===== config.mk =====
export PLATFORM = sky130hd
export DESIGN_NAME = controle_busca
export DESIGN_NICKNAME = d
export VERILOG_FILES = /design/src/rtl/controle_busca.sv
export SDC_FILE = /design/constraint.sdc
export NUM_CORES = 1
export LEC_CHECK = 0
export ABC_CLOCK_PERIOD_IN_PS = 2290
export CAP_MARGIN = 20
export CORE_ASPECT_RATIO = 0.9
export CORE_MARGIN = 1
export CORE_UTILIZATION = 30
export CTS_BUF_LIST = sky130_fd_sc_hd__clkbuf_2
export CTS_CLUSTER_SIZE = 25
export DETAILED_ROUTE_END_ITERATION = 12
export PLACE_DENSITY_LB_ADDON = 0.2
export SYNTH_ARGS = -nofsm -noshare
export SYNTH_HDL_FRONTEND = slang
export SYNTH_SLANG_ARGS = --single-unit

===== constraint.sdc =====
create_clock -name ck -period 2.29 [get_ports ck]
set_input_delay 0.458 -clock ck [delete_from_list [all_inputs] [get_ports ck]]
set_output_delay 0.458 -clock ck [all_outputs]
set_load 0.02 [all_outputs]

===== src/rtl/controle_busca.sv =====
// Instruction-fetch controller: owns the PC, latches fetched words and hands them to decode over valid/ready.
// Optional STEP_EN macro adds the 'passo' single-step input; without it only the WAIT opcode halts fetch.
module controle_busca #(
  parameter int              ADDR_W   = 9,
  parameter int              DATA_W   = 32,
  parameter logic [5:0]      OP_WAIT  = 6'b101100,
  parameter logic [ADDR_W-1:0] RESET_PC = '0
) (
  input  logic              ck,
  input  logic              rst_n,
  output logic [ADDR_W-1:0] endereco,
  input  logic [DATA_W-1:0] saida_mem,
  output logic [DATA_W-1:0] inst,
  output logic              inst_valid,
  input  logic              inst_ready,
  output logic [ADDR_W-1:0] pc_inst,
  input  logic              desvio,
  input  logic [ADDR_W-1:0] desvio_alvo,
  input  logic              continuar,
`ifdef STEP_EN
  input  logic              passo,
`endif
  output logic              parado
);

  typedef enum logic [1:0] {
    BUSCA,
    ENTREGA,
    PARADO
  } estado_t;

  estado_t           estado_q;
  logic [ADDR_W-1:0] pc_q;
  logic [DATA_W-1:0] inst_q;
  logic [ADDR_W-1:0] pc_inst_q;
  logic              valid_q;
  logic              parado_q;

  logic handshake;
  logic para_agora;

  assign handshake = valid_q & inst_ready;

  // The opcode is taken from the word being accepted, not from the one being read from memory.
`ifdef STEP_EN
  assign para_agora = (inst_q[DATA_W-1 -: 6] == OP_WAIT) | passo;
`else
  assign para_agora = (inst_q[DATA_W-1 -: 6] == OP_WAIT);
`endif

  // NOTE: all state here updates with non-blocking assignments so every register samples pre-edge values.
  always_ff @(posedge ck or negedge rst_n) begin
    if (!rst_n) begin
      estado_q  <= BUSCA;
      pc_q      <= RESET_PC;
      inst_q    <= '0;
      pc_inst_q <= '0;
      valid_q   <= 1'b0;
      parado_q  <= 1'b0;
    end else if (desvio) begin
      // Redirect beats everything, including a concurrent WAIT or continuar.
      pc_q     <= desvio_alvo;
      valid_q  <= 1'b0;
      parado_q <= 1'b0;
      estado_q <= BUSCA;
    end else begin
      case (estado_q)
        BUSCA: begin
          inst_q    <= saida_mem;
          pc_inst_q <= pc_q;
          pc_q      <= pc_q + 1'b1;
          valid_q   <= 1'b1;
          estado_q  <= ENTREGA;
        end
        ENTREGA: begin
          if (handshake) begin
            if (para_agora) begin
              valid_q  <= 1'b0;
              parado_q <= 1'b1;
              estado_q <= PARADO;
            end else begin
              inst_q    <= saida_mem;
              pc_inst_q <= pc_q;
              pc_q      <= pc_q + 1'b1;
            end
          end
        end
        PARADO: begin
          if (continuar) begin
            parado_q <= 1'b0;
            estado_q <= BUSCA;
          end
        end
        default: begin
          estado_q <= BUSCA;
          valid_q  <= 1'b0;
          parado_q <= 1'b0;
        end
      endcase
    end
  end

  assign endereco   = pc_q;
  assign inst       = inst_q;
  assign inst_valid = valid_q;
  assign pc_inst    = pc_inst_q;
  assign parado     = parado_q;

endmodule


# Yosys cells after proc, flatten, opt, wreduce, memory -nomap -nowiden
# Cells that the tools add are included.
totals:
  reg_bits: 54
  out_inout_bits: 52
  wordCells: 52
classes:
  add_sub_neg: 1
  n_eq_ne: 11
  mux: 24
  bitwise_logic: 2
  n_reduce_logical: 8
ops:
  columns: ["op", "n"]
  rows:
  - ["$mux 32", 2]
  - ["$pmux 32 s2", 1]
  - ["$mux 9", 5]
  - ["$pmux 9 s2", 2]
  - ["$ne 3x3->1 const B", 4]
  - ["$add 9x1->9 const B", 1]
  - ["$reduce_and 3->1", 3]
  - ["$mux 2", 4]
  - ["$ne 2x2->1 const B", 4]
  - ["$reduce_and 4->1", 2]
  - ["$mux 1", 7]
  - ["$eq 6x6->1 const B", 1]
  - ["$pmux 1 s3", 2]
  - ["$pmux 2 s3", 1]
  - ["$reduce_bool 3->1", 1]
  - ["$eq 2x1->1 const B", 1]
  - ["$eq 2x2->1 const B", 1]
  - ["$logic_not 2->1", 1]
  - ["$reduce_bool 2->1", 1]
  - ["$and 1x1->1", 1]
  - ["$not 1->1", 1]

# Logic depth before layout (Yosys ltp)
# Gate-level depths: netlist (run 1).
logic_depth:
  ltp_word: 5
  mapped_depth: 5
  mapped_depth_nobuf: 4

# Worst setup path after synthesis (run 1)
# No wires, ideal clock.
synth_timing:
  path_kind: "reg2reg"
  from: "register inst_q[26] (netlist: inst[26])"
  to: "register inst_q[31] (netlist: inst[31])"
  setup_ps: 125
  arrival_time_ps: 1774
  t_required_ps: 2165
  path_slack_ps: 391
  stages_incl_launch_ff: 6
  period_less_slack_ps: 1899
  path_cell_list: "dfrtp_1 and4bb_1 a221o_1 nor2_2 buf_4 mux2_2"
synth_between:
  elab_chain_cells: 3
synth_rtl:
  columns: ["item", "line", "text"]
  rows:
  - ["start: declaration", "34", "logic [DATA_W-1:0] inst_q;"]
  - ["start signal: assignment", "69", "inst_q <= saida_mem;"]
  - ["start signal: assignment", "82", "inst_q <= saida_mem;"]
  - ["$eq 6x6->1", "48", "assign para_agora = (inst_q[DATA_W-1 -: 6] == OP_WAIT);"]
  - ["$ne 2x2->1 (no source line)", null, null]
  - ["$reduce_and 4->1 (no source line)", null, null]
# Every way passes these cells.
# A chain may end at the register's enable or synchronous reset.

# Worst setup path after layout (run 1)
layout_timing:
  from: "register pc_q[2] (netlist: endereco[2])"
  to: "output port endereco[2]"
layout_lines:
  columns: ["item", "line", "text"]
  rows:
  - ["start: declaration", "33", "logic [ADDR_W-1:0] pc_q;"]
  - ["start signal: assignment", "62", "pc_q <= desvio_alvo;"]
  - ["start signal: assignment", "71", "pc_q <= pc_q + 1'b1;"]
  - ["start signal: assignment", "84", "pc_q <= pc_q + 1'b1;"]
  - ["end: declaration", "11", "output logic [ADDR_W-1:0] endereco,"]
# No word-level cell between the ends.

==> key figures, run 1 <==
Drt
  • WL met3: about 470 um
  • Detail Route Antenna Nets: 0
  • Post-Route WL: between 5000 and 6000 um
  • Via/cell ratio: about 4.6
  • DR vias: roughly 1700
  • WL/cell: approximately 14 um
  • Met2 wire len: approximately 2200 um
  • WL met1: about 2400 um
  • Highest routed layer: met4
  • DRT Pass-1 Iters: 4
  • Iteration-0 DRC Markers: 75
  • Post-route DRC: 0

GRT
  • Antenna violations before repair: 0
  • Congestion Overflow GR: 0
  • Largest net degree at the start of global routing: 30
  • First-pass GRT wire length: ~8500 um
  • GRT Util Overall: a little over an eighth
  • Vias in the first global route: ~1700

STA
  • RSZ-0062 raised after global routing: no
  • Max-slew violations: 0
  • Setup TNS: 0 ns
  • Fin crit period: about 2.1 ns
  • Clk_skew: around 0.0091 ns
  • Fin crit share: between 90% and 100%
  • Worst-Margin Slew: ~0.39 ns
  • WHS: ~0.5 ns
  • Setup Viol. Count Final: 0
  • Relative slew slack: 74.3%
  • Max frequency: approximately 0.48 GHz
  • Fin. Hold Viols: 0

Worst setup path
  • Worst Setup SP: endereco[2]
  • WS Path Type: flip-flop to output pin
  • WP buf/inv: 1
  • Slowest stage delay, CP: approximately 0.66 ns
  • CP Max Fanout: 8
  • Startpoint types: flip-flop
  • Data arrival, critical path: 1.63 ns
  • Top Family by Delay on Critical Path: buffers and inverters
  • Worst Path Required: approximately 1.8 ns
  • Slowest CP cell: clkdlybuf4s50_1
  • Crit path cell chain: clkdlybuf4s50_1
  • Worst setup EP type: output pin
  • Worst r2r src: estado_q[0]
  • R2R Setup Slk: roughly 0.32 ns

Layout
  • Layout overhead on the synthesized area: 52.6%
  • Layout cells sized above 1: around a fifth
  • Sequential Area: about 0.0014 mm2
  • Nets: 324
  • Inserted Diodes: 0
  • # fillers: a little under 700
  • Area of the multi-input gates: 846 um2
  • Most common cell after layout, fill and taps aside: clkdlybuf4s50_1
  • Commonest cells after routing, fill and taps aside: clkdlybuf4s50_1 (96), dfrtp_1 (54), mux2_2 (38), nand2_1 (13), nand3_1 (8)
  • Layout Utilization: 48.1%

CTS
  • CTS Buf Count: 5
  • Clk sink count: 54
  • Clk Latency, worst-skew pair: 0.43 ns
  • CTS tree: done
  • Htree depth: 2
  • Root Driver: clkbuf_2
  • Max Root-Sink Buffers: 2
  • Clock slew at reported path FFs: approximately 0.26 ns

Yosys
  • Register bit total from synthesis: 54
  • Syn_area_per_cell: 13.3 um2
  • Main synth FF type: dfrtp_1
  • Synth warn: 0
  • Synth async-reset ratio: 100%
  • Ranking of synthesized cells by area: dfrtp_1 (60%), mux2_2 (19%), or4_1 (2.3%), nand2_1 (2.2%), nand3_1 (1.8%)
  • Yosys top cell by area: dfrtp_1
  • Seq/Total Area, Yosys: between 50% and 60%
  • Yosys top cell area share: 60.0%
  • Synth unique cells: 29
  • Gate Count Post-Synth: 170
  • Post-synth net total: 217
  • Number of synthesized flops with an enable pin: 0
  • Cell Area, Synth: ~0.0023 mm2

Die
  • Starting Density: between 30% and 40%
  • Die Wd: slightly above 90 um
  • Row count: 29
  • IO Count: a little under 100
  • DIE AREA: 0.00786 mm2
  • Core Area: approximately 0.0071 mm2
  • Die height: roughly 84 um

Power and ir drop
  • VDD IR-drop max: roughly 0.0004 V
  • Static leakage: between 1 and 1.5 nW
  • PwrDens: between 600 and 700 mW/mm2

Place
  • Detail Placement HPWL: between 3000 and 4000 um
  • Port Buffers: 97
  • RD Place Congestion: 0.751

Run
  • Maximum capacitance violations: 0

Min path
  • Worst Hold Class: input pin to async pin

Status
  • Status: completed
[cell families after synthesis]
| group | after synthesis | synth area share, % |
|---|---|---|
| xor+xnor | 1 | 0.389 |
| compound gates | 20 | 6.27 |
| simple gates | 40 | 9.16 |
| flops | 54 | 60.0 |
| fa+ha+maj | 1 | 0.555 |
| mux | 42 | 20.9 |
| buf+inv | 12 | 2.72 |
[per-layer routing]
layer  track usage [%]  vias to the layer above
li1                  -                      835
met1              19.3                      814
met2              19.8                       64
met3              5.25                        6
met4              3.36                        0
met5                 0                        -
[metrics by stage]
stage / total power, mW / cells / setup WS, ns / cell area, um2
after floorplan: 1.59 / 170 / 0.391 / 2250
after global placement: 2.05 / 362 / 0.0159 / 3390
after detailed placement: 2.05 / 362 / 0.00412 / 3390
after CTS: 2.43 / 371 / 0.159 / 3440
after global routing: 2.53 / 371 / 0.100 / 3440
final: 2.39 / 371 / 0.199 / 3440
[what timing repair did]
item | 4_1_cts | 5_1_grt
setup buffers | 0 | 0
hold buffers | 1 | 0
endpoints found under the setup margin | 0 | 0
resized for setup | 0 | 0
endpoints found under the hold margin | 48 | 0
[report_power, final]
part           total (mW)  internal [mW]  switching [mW]  leakage (nW)
logic               0.827          0.459           0.367         0.748
registers            1.20           1.10          0.0994         0.639
clock network       0.366         0.0752           0.290        0.0304
[final cells by class]
cell class / count / area share, %
clock buffer: 6 / 0.873
clock inverter: 2 / 0.255
inverter: 5 / 0.546
multi-input combinational: 104 / 24.6
sequential: 54 / 39.3
tap: 93 / 3.38
timing repair buffer: 107 / 31.1
[synthesized netlist by cell type, types with 2 or more instances]
library cell / count
a21oi_1: 2
a31oi_1: 3
buf_4: 4
clkbuf_1: 2
dfrtp_1: 54
inv_1: 5
mux2_1: 3
mux2_2: 38
nand2_1: 13
nand3_1: 8
nor2_1: 7
o211ai_1: 4
o21ai_0: 3
o31ai_1: 3
or4_1: 7
[worst paths after layout]
| path | to | depth (start not counted) |
|---|---|---|
| worst max-delay path | endereco[2] | 1 |
| worst min-delay path | pc_inst[3] | 3 |
| worst max register to register | inst[2] | 5 |
| worst min register to register | pc_inst[6] | 1 |
| max in group asynchronous | inst[12] | 3 |
| min in group ck | pc_inst[6] | 1 |
[flip-flops by register name, summed over array words and instances (netlist names)]
name,cells
endereco,9
estado_q,2
inst,32
inst_valid,1
parado,1
pc_inst,9
(Power assumes the default switching activity.)
==> run 2, diff against run 1 <==
--- a/config.mk
+++ b/config.mk
@@ -6,7 +6,6 @@
 export NUM_CORES = 1
 export LEC_CHECK = 0
 export ABC_CLOCK_PERIOD_IN_PS = 2290
-export CAP_MARGIN = 20
 export CORE_ASPECT_RATIO = 0.9
 export CORE_MARGIN = 1
 export CORE_UTILIZATION = 30
==> results of run 2 <==
No change in the layout: final DEF, timing and power equal those of run 1.
==> run 3, diff against run 2 <==
--- a/config.mk
+++ b/config.mk
@@ -6,6 +6,8 @@
 export NUM_CORES = 1
 export LEC_CHECK = 0
 export ABC_CLOCK_PERIOD_IN_PS = 2290
+export CELL_PAD_IN_SITES_DETAIL_PLACEMENT = 1
+export CELL_PAD_IN_SITES_GLOBAL_PLACEMENT = 1
 export CORE_ASPECT_RATIO = 0.9
 export CORE_MARGIN = 1
 export CORE_UTILIZATION = 30
==> run 3 against run 2 <==
  * Sequential share of layout area fell by 0.65 points
  * Combinational power rose by 1%
  * Clock skew rose by 0.029 ns
  * Hold slack got worse by 0.061 ns
  * Total power rose by 9.5%
  * Sequential power barely moved
  * First-iteration DRC count fell by 60%
  * Critical path depth did not move
  * Largest cell class unchanged
==> key figures, run 3 (same netlist as run 1, synthesis figures left out) <==
Layout
  • Post-route cell area: 0.00350 mm2 (was 0.00344 mm2)
  • Nets: 325 (was 324)
  • Most common cell after layout, fill and taps aside: clkdlybuf4s50_1 (unchanged)
  • # fillers: 754 (was 673)
  • Inserted Diodes: 0 (unchanged)
  • Layout Utilization: 48.9% (was 48.1%)
  • Largest register FFs: 32 (unchanged)
  • Fin cells: 372 (was 371)
  • Commonest cells after routing, fill and taps aside: clkdlybuf4s50_1 (96), dfrtp_1 (54), mux2_2 (38), nand2_1 (13) (was clkdlybuf4s50_1 (96), dfrtp_1 (54), mux2_2 (38), nand2_1 (13), nand3_1 (8))
  • Layout cells sized above 1: 20.4% (was 20.1%)
  • Layout overhead on the synthesized area: 55.2% (was 52.6%)

STA
  • RSZ-0062 raised after global routing: no (unchanged)
  • Fin crit period: 2.15 ns (was 2.09 ns)
  • WHS: 0.450 ns (was 0.511 ns)
  • Relative slew slack: 68.8% (was 74.3%)
  • Setup TNS: 0 ns (unchanged)
  • Setup Viol. Count Final: 0 (unchanged)
  • Worst-Margin Slew: 0.469 ns (was 0.385 ns)
  • Fin. Hold Viols: 0 (unchanged)
  • Worst setup margin: 0.136 ns (was 0.199 ns)
  • Fin crit share: 94.1% (was 91.3%)
  • Max frequency: 0.464 GHz (was 0.478 GHz)
  • Clk_skew: 0.0380 ns (was 0.00911 ns)
  • Max-slew violations: 0 (unchanged)

Worst setup path
  • Startpoint types: flip-flop (unchanged)
  • Slowest CP cell: clkdlybuf4s50_1 (unchanged)
  • Worst setup EP type: output pin (unchanged)
  • Data arrival, critical path: 1.70 ns (was 1.63 ns)
  • WP buf/inv: 1 (unchanged)
  • Top Family by Delay on Critical Path: buffers and inverters (unchanged)
  • Crit path cell chain: clkdlybuf4s50_1 (unchanged)
  • Worst Path Required: 1.83 ns (about the same)
  • Slowest stage delay, CP: 0.68 ns (was 0.66 ns)
  • WS Path Type: flip-flop to output pin (unchanged)
  • CP Max Fanout: 8 (unchanged)
  • R2R Setup Slk: 0.28 ns (was 0.32 ns)

Place
  • Pre-CTS setup slack: -0.0226 ns (was 0.00412 ns)
  • Detail Placement HPWL: 4180 um (was 3730 um)
  • RD Place Congestion: 0.709 (was 0.751)
  • Cell total after placement: 363 (was 362)
  • Placed instance area: 0.00340 mm2 (was 0.00339 mm2)
  • Port Buffers: 97 (unchanged)

Die
  • Die height: 84.2 um (unchanged)
  • Core Area: 0.00715 mm2 (unchanged)
  • Die Wd: 93.4 um (unchanged)
  • DIE AREA: 0.00786 mm2 (unchanged)
  • Starting Density: 31.5% (unchanged)
  • IO Count: 98 (unchanged)
  • Row count: 29 (unchanged)

Drt
  • Iteration-0 DRC Markers: 30 (was 75)
  • DRT Pass-1 Iters: 3 (was 4)
  • Post-route DRC: 0 (unchanged)
  • WL/cell: 15.0 um (was 13.8 um)
  • Detail Route Antenna Nets: 0 (unchanged)
  • Post-Route WL: 5580 um (was 5110 um)
  • DR vias: 1775 (was 1719)
  • Via/cell ratio: 4.77 (was 4.63)

CTS
  • Root Driver: clkbuf_2 (unchanged)
  • Clk sink count: 54 (unchanged)
  • CTS Buf Count: 5 (unchanged)
  • Htree depth: 2 (unchanged)
  • Max Root-Sink Buffers: 2 (unchanged)
  • Setup repair bufs after CTS: 0 (unchanged)
  • Clock slew at reported path FFs: 0.28 ns (was 0.26 ns)
  • CTS tree: done (unchanged)
  • Clk Latency, worst-skew pair: 0.44 ns (was 0.43 ns)
  • PostCTS Resize Cnt: 0 (unchanged)

GRT
  • GRT Util Overall: 15.4% (was 13.7%)
  • Congestion Overflow GR: 0 (unchanged)
  • Largest net degree at the start of global routing: 30 (unchanged)
  • Antenna violations before repair: 0 (unchanged)
  • First-pass GRT wire length: 9400 um (was 8490 um)
  • Vias in the first global route: 1912 (was 1726)

Min path
  • Worst Hold Class: input pin to async pin (unchanged)

Run
  • Maximum capacitance violations: 0 (unchanged)

Power and ir drop
  • VDD IR-drop max: 0.000311 V (was 0.000402 V)
  • Static leakage: 1.44 nW (was 1.42 nW)
  • PwrDens: 749 mW/mm2 (was 695 mW/mm2)
  • Overall power: 2.62 mW (was 2.39 mW)

Status
  • Status: completed (unchanged)
-- run 3: final cells by class --
type / count / area [um2] / share of cell area, %
flip-flops and latches: 54 / 1350 / 38.6
clock buffers: 5 / 25.0 / 0.716
clock inverters: 3 / 63.8 / 1.82
repair buffers: 108 / 1080 / 30.8
multi-input cells: 104 / 846 / 24.2
well taps: 93 / 116 / 3.33
inverters: 5 / 18.8 / 0.537
-- run 3: worst paths after layout --
kind / from / endpoint / cells past startpoint
setup / recovery: endereco[2] / endereco[2] / 1
hold / removal: rst_n / endereco[8] / 2
setup reg to reg: estado_q[0] / endereco[7] / 5
hold reg to reg: pc_inst[5] / pc_inst[5] / 1
max in group asynchronous: rst_n / inst[11] / 3
min in group ck: pc_inst[5] / pc_inst[5] / 1
-- run 3: where the power goes --
group          switching (mW)  total [mW]  leakage (nW)  internal (mW)
Sequential             0.0996        1.20         0.639           1.10
Combinational           0.376       0.837         0.753          0.461
Clock                   0.293       0.583        0.0506          0.290
Total                   0.769        2.62          1.44           1.85
-- run 3: timing repair --
item,4_1_cts,5_1_grt
hold buffers,1,0
endpoints found under the setup margin,0,0
endpoints found under the hold margin,19,0
-- run 3: per-layer routing --
metal  up-vias  part of all wire [%]  track usage [%]
met5         -                     0                0
met4         0                   1.1             4.20
met3         8                   8.5             5.80
met2        58                    46             23.8
met1       880                    44             20.4
li1        829                     -                -
